<file path="src/rtl/tm_pkg.sv">
// Shared definitions for the inference, predictor and collector stages.
//   DEF_CLASS_LEN / DEF_IMAGES : default class count and images per batch
//   CLASS_IDX_W / IMG_IDX_W    : index widths for the defaults
//   state_t                    : collector FSM states
//   idx_w()                    : index width for n items (minimum 1 bit)
package tm_pkg;

  localparam int DEF_CLASS_LEN = 4;
  localparam int DEF_IMAGES    = 8;

  function automatic int idx_w(input int n);
    return (n > 1) ? $clog2(n) : 1;
  endfunction

  localparam int CLASS_IDX_W = idx_w(DEF_CLASS_LEN);
  localparam int IMG_IDX_W   = idx_w(DEF_IMAGES);

  typedef enum logic [1:0] {
    ST_IDLE = 2'd0,
    ST_SEND = 2'd1,
    ST_DONE = 2'd2
  } state_t;

endpackage

</file>
<file path="src/rtl/onehot_encoder.sv">
// Combinational one-hot to binary encoder.
//   i_onehot    : class vector, nominally one-hot
//   o_idx       : index of the lowest set bit, 0 when no bit is set
//   o_ambiguous : vector has zero or more than one bit set
module onehot_encoder
  import tm_pkg::*;
#(
  parameter  int CLASS_LEN = DEF_CLASS_LEN,
  localparam int IDX_W     = idx_w(CLASS_LEN)
) (
  input  logic [CLASS_LEN-1:0] i_onehot,
  output logic [IDX_W-1:0]     o_idx,
  output logic                 o_ambiguous
);

  logic [IDX_W-1:0] w_idx;

  // Scan from the top down so the lowest set bit is the last one written.
  always_comb begin
    w_idx = '0;
    for (int i = CLASS_LEN - 1; i >= 0; i--) begin
      if (i_onehot[i]) w_idx = IDX_W'(i);
    end
  end

  assign o_idx       = w_idx;
  // v & (v-1) clears the lowest set bit; anything left means more than one hot.
  assign o_ambiguous = (i_onehot == '0) ||
                       ((i_onehot & (i_onehot - 1'b1)) != '0);

endmodule

</file>
<file path="src/rtl/prediction_collector.sv">
// Captures a batch of per-image predictions when result_valid pulses and streams
// one image per valid/ready beat, with correctness and ambiguity flags, plus
// saturating running image/correct counters.
//   clock, reset (async active-low)
//   result_valid, predicted_class, labels_in : batch capture
//   clear_stats                              : sync clear of counters and overrun
//   out_ready / out_valid, out_image_idx, out_class_idx, out_correct, out_ambiguous
//   busy, batch_done, overrun, image_count, correct_count
module prediction_collector
  import tm_pkg::*;
#(
  parameter  int CLASS_LEN = DEF_CLASS_LEN,
  parameter  int IMAGES    = DEF_IMAGES,
  parameter  int CNT_W     = 32,
  localparam int CI_W      = idx_w(CLASS_LEN),
  localparam int II_W      = idx_w(IMAGES)
) (
  input  logic                        clock,
  input  logic                        reset,
  input  logic                        result_valid,
  input  logic [IMAGES*CLASS_LEN-1:0] predicted_class,
  input  logic [IMAGES*CLASS_LEN-1:0] labels_in,
  input  logic                        clear_stats,
  input  logic                        out_ready,
  output logic                        out_valid,
  output logic [II_W-1:0]             out_image_idx,
  output logic [CI_W-1:0]             out_class_idx,
  output logic                        out_correct,
  output logic                        out_ambiguous,
  output logic                        busy,
  output logic                        batch_done,
  output logic                        overrun,
  output logic [CNT_W-1:0]            image_count,
  output logic [CNT_W-1:0]            correct_count
);

  function automatic logic [CNT_W-1:0] sat_inc(input logic [CNT_W-1:0] v);
    return (&v) ? v : v + 1'b1;
  endfunction

  state_t                      r_state;
  logic [IMAGES*CLASS_LEN-1:0] r_pred;
  logic [IMAGES*CLASS_LEN-1:0] r_label;
  logic [II_W-1:0]             r_idx;
  logic                        r_out_valid;
  logic [CI_W-1:0]             r_out_class_idx;
  logic                        r_out_correct;
  logic                        r_out_ambiguous;
  logic                        r_busy;
  logic                        r_batch_done;
  logic                        r_overrun;
  logic [CNT_W-1:0]            r_image_count;
  logic [CNT_W-1:0]            r_correct_count;

  logic                        w_accept;
  logic                        w_last;
  logic [II_W-1:0]             w_next_idx;
  logic [CLASS_LEN-1:0]        w_sel_pred;
  logic [CLASS_LEN-1:0]        w_sel_label;
  logic [CI_W-1:0]             w_cls;
  logic                        w_amb;
  logic                        w_correct;

  assign w_accept   = r_out_valid && out_ready;
  assign w_last     = (r_idx == II_W'(IMAGES - 1));
  assign w_next_idx = r_idx + 1'b1;

  // Beat data is registered one step ahead: in IDLE the encoder looks at image 0
  // of the incoming batch, in SEND it looks at the next image of the captured one.
  always_comb begin
    if (r_state == ST_IDLE) begin
      w_sel_pred  = predicted_class[CLASS_LEN-1:0];
      w_sel_label = labels_in[CLASS_LEN-1:0];
    end else begin
      w_sel_pred  = r_pred[w_next_idx*CLASS_LEN +: CLASS_LEN];
      w_sel_label = r_label[w_next_idx*CLASS_LEN +: CLASS_LEN];
    end
  end

  onehot_encoder #(
    .CLASS_LEN (CLASS_LEN)
  ) u_enc (
    .i_onehot    (w_sel_pred),
    .o_idx       (w_cls),
    .o_ambiguous (w_amb)
  );

  assign w_correct = (w_sel_pred == w_sel_label);

  always_ff @(posedge clock or negedge reset) begin
    if (!reset) begin
      r_state         <= ST_IDLE;
      r_pred          <= '0;
      r_label         <= '0;
      r_idx           <= '0;
      r_out_valid     <= 1'b0;
      r_out_class_idx <= '0;
      r_out_correct   <= 1'b0;
      r_out_ambiguous <= 1'b0;
      r_busy          <= 1'b0;
      r_batch_done    <= 1'b0;
    end else begin
      r_batch_done <= 1'b0;
      case (r_state)
        ST_IDLE: begin
          if (result_valid) begin
            r_pred          <= predicted_class;
            r_label         <= labels_in;
            r_idx           <= '0;
            r_out_class_idx <= w_cls;
            r_out_correct   <= w_correct;
            r_out_ambiguous <= w_amb;
            r_out_valid     <= 1'b1;
            r_busy          <= 1'b1;
            r_state         <= ST_SEND;
          end
        end
        ST_SEND: begin
          if (w_accept) begin
            if (w_last) begin
              r_out_valid  <= 1'b0;
              r_batch_done <= 1'b1;
              r_state      <= ST_DONE;
            end else begin
              r_idx           <= w_next_idx;
              r_out_class_idx <= w_cls;
              r_out_correct   <= w_correct;
              r_out_ambiguous <= w_amb;
            end
          end
        end
        ST_DONE: begin
          r_busy  <= 1'b0;
          r_state <= ST_IDLE;
        end
        default: begin
          r_out_valid <= 1'b0;
          r_busy      <= 1'b0;
          r_state     <= ST_IDLE;
        end
      endcase
    end
  end

  // clear_stats takes priority over any increment or overrun set in the same cycle.
  always_ff @(posedge clock or negedge reset) begin
    if (!reset) begin
      r_image_count   <= '0;
      r_correct_count <= '0;
      r_overrun       <= 1'b0;
    end else if (clear_stats) begin
      r_image_count   <= '0;
      r_correct_count <= '0;
      r_overrun       <= 1'b0;
    end else begin
      if (w_accept) begin
        r_image_count <= sat_inc(r_image_count);
        if (r_out_correct) r_correct_count <= sat_inc(r_correct_count);
      end
      if (result_valid && (r_state != ST_IDLE)) r_overrun <= 1'b1;
    end
  end

  assign out_valid     = r_out_valid;
  assign out_image_idx = r_idx;
  assign out_class_idx = r_out_class_idx;
  assign out_correct   = r_out_correct;
  assign out_ambiguous = r_out_ambiguous;
  assign busy          = r_busy;
  assign batch_done    = r_batch_done;
  assign overrun       = r_overrun;
  assign image_count   = r_image_count;
  assign correct_count = r_correct_count;

endmodule

</file>
<file path="config.mk">
export PLATFORM = sky130hd
export DESIGN_NAME = prediction_collector
export DESIGN_NICKNAME = d
export VERILOG_FILES = /design/src/rtl/tm_pkg.sv /design/src/rtl/onehot_encoder.sv /design/src/rtl/prediction_collector.sv
export SDC_FILE = /design/constraint.sdc
export NUM_CORES = 1
export LEC_CHECK = 0
export BUFFER_PORTS_ARGS = -buffer_cell sky130_fd_sc_hd__buf_2
export CAP_MARGIN = 25
export CORE_MARGIN = 2
export CORE_UTILIZATION = 60
export DETAILED_ROUTE_END_ITERATION = 10
export GPL_TIMING_DRIVEN = 0
export PLACE_DENSITY_LB_ADDON = 0.3
export SYNTH_ARGS = -nofsm -noshare
export SYNTH_HDL_FRONTEND = slang
export SYNTH_SLANG_ARGS = --single-unit
</file>
<file path="constraint.sdc">
create_clock -name clock -period 3.8 [get_ports clock]
set_clock_uncertainty 0.05 [all_clocks]
set_input_delay 0.19 -clock clock [delete_from_list [all_inputs] [get_ports clock]]
set_output_delay 0.19 -clock clock [all_outputs]
set_load 0.05 [all_outputs]
</file>
==> flow_metrics.env <==
export IMPL_ir_worst_vdd_mv=0.468
export IMPL_grt_pass1_vias=6252
export IMPL_power_density_mw_per_mm2=657
export IMPL_crit_required_ns=4.04
export IMPL_cts_sinks=141
export IMPL_ff2ff_setup_slack_ns=1.08
export IMPL_maxCapViolations=0
export IMPL_worst_pin_slew_ns=0.752
export IMPL_dp_worst_setup_slack_ns=1.12
export IMPL_clk_latency_ns=0.43
export IMPL_cts_resized_gates=0
export IMPL_hold_start="result_valid"
export IMPL_yosysTopAreaCell="dfrtp_1"
export IMPL_rows=39
export IMPL_min_period_ns=2.72
export IMPL_start_util_pct=61.7
export IMPL_fin_nets=922
export IMPL_cts_tree="yes"
export IMPL_synth_cell_types=54
export IMPL_p_leak_nw=4.27
export IMPL_area_delta_synth_final_pct=30.5
export IMPL_final_seq_area_mm2=0.00353
export IMPL_max_slew_margin_pct=49.4
export IMPL_worstHoldPathCells=3
export IMPL_dieArea_mm2=0.0127
export IMPL_core_area_mm2=0.0115
export IMPL_cts_max_path_buffers=2
export IMPL_grt_usage_pct=31.3
export IMPL_hold_end="overrun$_DFFE_PN0P_"
export IMPL_die_h_um=113
export IMPL_r2r_end="out_ambiguous$_DFFE_PN0P_"
export IMPL_dp_hpwl_um=12100
export IMPL_yosys_warnings=0
export IMPL_antenna_found_initial=0
export IMPL_max_freq_mhz=367
export IMPL_first_pass_iters=8
export IMPL_outcome="complete, no violations"
export IMPL_gp_routability_congestion=0.861
export IMPL_routedWlPerCell_um=18.8
export IMPL_hold_path_class="in -> reg"
export IMPL_ant_nets=0
export IMPL_path_clk_slew_ns=0.06
export IMPL_final_util_pct=80.5
export IMPL_yosysSeqAreaShare_pct=49.8
export IMPL_boundaryPins=144
export IMPL_timing_rr_start="out_image_idx[1]$_DFFE_PN0P_"
export IMPL_grt_max_degree=76
export IMPL_setup_tns_ns=0
export IMPL_synth_area_per_cell_um2=11.4
export IMPL_drt_iter0_drc=518
export IMPL_r2r_cells=8
export IMPL_insertedDiodeCount=0
export IMPL_fillCellCount=659
export IMPL_drc=0
export IMPL_synth_nets=695
export IMPL_netlist_area_mm2=0.00708
export IMPL_cts_root_buf="clkbuf_16"
export IMPL_hold_violations=0
export IMPL_dr_total_vias=5939
export IMPL_wl_um=18900
export IMPL_drive_gt1_share_pct=32.9
export IMPL_crit_path_end_kind="flip-flop"
export IMPL_hold_buffers=65
export IMPL_cp_start_kind="flip-flop"
export IMPL_worst_path_max_fanout=10
export IMPL_grt_setup_unrepaired="false"
export IMPL_numCtsBuffers=17
export IMPL_h_tree_depth=4
export IMPL_finalSetupViolations=0
export IMPL_netlist_area_leader_share_pct=49.8
export IMPL_grt_pass1_wl_um=31200
export IMPL_arrival_ns=2.97
export IMPL_fin_crit_sh_pct=71.7
export IMPL_drv_slew=0
export IMPL_cts_setup_buffers=0
export IMPL_path_class="reg -> reg"
export IMPL_gr_total_overflow=0
export IMPL_setup_ws_ns=1.08
export IMPL_synth_area_leaders="dfrtp_1, mux2_2, mux4_2"
export IMPL_postSynthCellCount=622
export IMPL_ys_ff_latch=141
export IMPL_multi_input_area_mm2=0.00336
export IMPL_port_buffers=142
export IMPL_vias_per_cell=5.92
export IMPL_die_x_um=113
## cells in the mapped netlist, drive strengths merged
cell and number:
a2111oi 1, a211oi 3, a21o 3, a21oi 18, a22o 4, a22oi 4, a311oi 1, and2 8
and3 14, and4 9, and4b 1, buf 18, clkbuf 13, dfrtp 141, ha 4, inv 10
mux2 67, mux2i 9, mux4 14, nand2 34, nand2b 5, nand3 22, nand4 15, nand4b 2
nor2 58, nor2b 5, nor3 13, nor3b 3, nor4 6, nor4b 4, o2111ai 6, o211ai 7
o21a 1, o21ai 19, o21ba 1, o31a 1, o31ai 8, or2 3, or3 11, or4 7
xnor2 28, xor2 21
## through the flow
stage | hold slack [ns] | instance area (µm²) | total power [W] | instances
3_5_place_dp | 0.179 | 8000 | 0.00425 | 908
4_1_cts | 0.0200 | 9240 | 0.00597 | 1004
5_1_grt | 0.0620 | 9240 | 0.00633 | 1004
3_3_place_gp | 0.372 | 7970 | 0.00414 | 907
2_1_floorplan | -0.156 | 7080 | 0.00374 | 622
6_report | 0.0270 | 9240 | 0.00607 | 1004
## critical path: stages (launching register included)
cell and delay (ns):
dfrtp_1 0.42, ha_1 0.36, buf_4 0.24, buf_2 0.31
mux4_2 0.35, a22o_1 0.21, a21oi_2 0.25, nor4b_1 0.29
o31ai_1 0.12
## sequential cells by signal (all words and copies together), names as in the netlist
name / cells
out_valid: 1
out_class_idx: 2
image_count: 32
batch_done: 1
r_pred: 32
out_image_idx: 3
busy: 1
out_correct: 1
out_ambiguous: 1
r_state: 2
r_label: 32
overrun: 1
correct_count: 32
## placed cells by master (no fill, tap or decap), drive strengths merged, types with 13 or more instances in the layout
master       instances
o21ai               19
a21oi               18
dfrtp              141
nand4               15
mux2                67
dlygate4sd3         65
nand3               22
mux4                14
buf                161
xnor2               28
nor3                13
clkbuf              37
nand2               34
and3                14
nor2                58
xor2                21
## cell families (layout without fill, tap and decap cells)
kind of cell,after synthesis,in the layout,share of synthesized area (%)
and+or+nand+nor,220,220,16.8
buffers and inverters,41,280,2.62
adders and majority gates,4,4,0.707
AOI/OAI and AO/OA,77,77,7.57
xor gates and xnor gates,49,49,6.06
muxes,90,90,16.4
DFF,141,141,49.8
## report_power, final
part           switching, W  internal (W)
registers          0.000268       0.00190
clock network      0.000613       0.00106
logic               0.00115       0.00108
## worst max path at each step
stage | depth (start not counted) | end | from
2_1_floorplan | 8 | out_ambiguous$_DFFE_PN0P_ | out_image_idx[0]$_DFFE_PN0P_
3_3_place_gp | 1 | r_label[26]$_DFFE_PN0P_ | reset
3_5_place_dp | 8 | out_ambiguous$_DFFE_PN0P_ | out_image_idx[1]$_DFFE_PN0P_
4_1_cts | 8 | out_ambiguous$_DFFE_PN0P_ | out_image_idx[1]$_DFFE_PN0P_
5_1_grt | 8 | out_ambiguous$_DFFE_PN0P_ | out_image_idx[1]$_DFFE_PN0P_
6_report | 8 | out_ambiguous$_DFFE_PN0P_ | out_image_idx[1]$_DFFE_PN0P_
## cell type report
cell class	instances	area share (%)
Buffer	31	1.60
Inverter	10	0.406
Tap cell	143	1.94
Sequential cell	141	38.2
Multi-Input combinational cell	440	36.4
Clock buffer	24	5.11
Clock inverter	7	1.22
Timing Repair Buffer	208	15.1
## routing by layer
layer | vias up | share of wire (%) | GRT usage [%]
met1 | 2946 | 39 | 38.0
li1 | 2719 | - | -
met4 | 0 | 2.5 | 12.6
met3 | 39 | 6.3 | 7.56
met5 | - | 0 | 1.57
met2 | 235 | 52 | 53.8
Power figures use the tool's default switching activity.
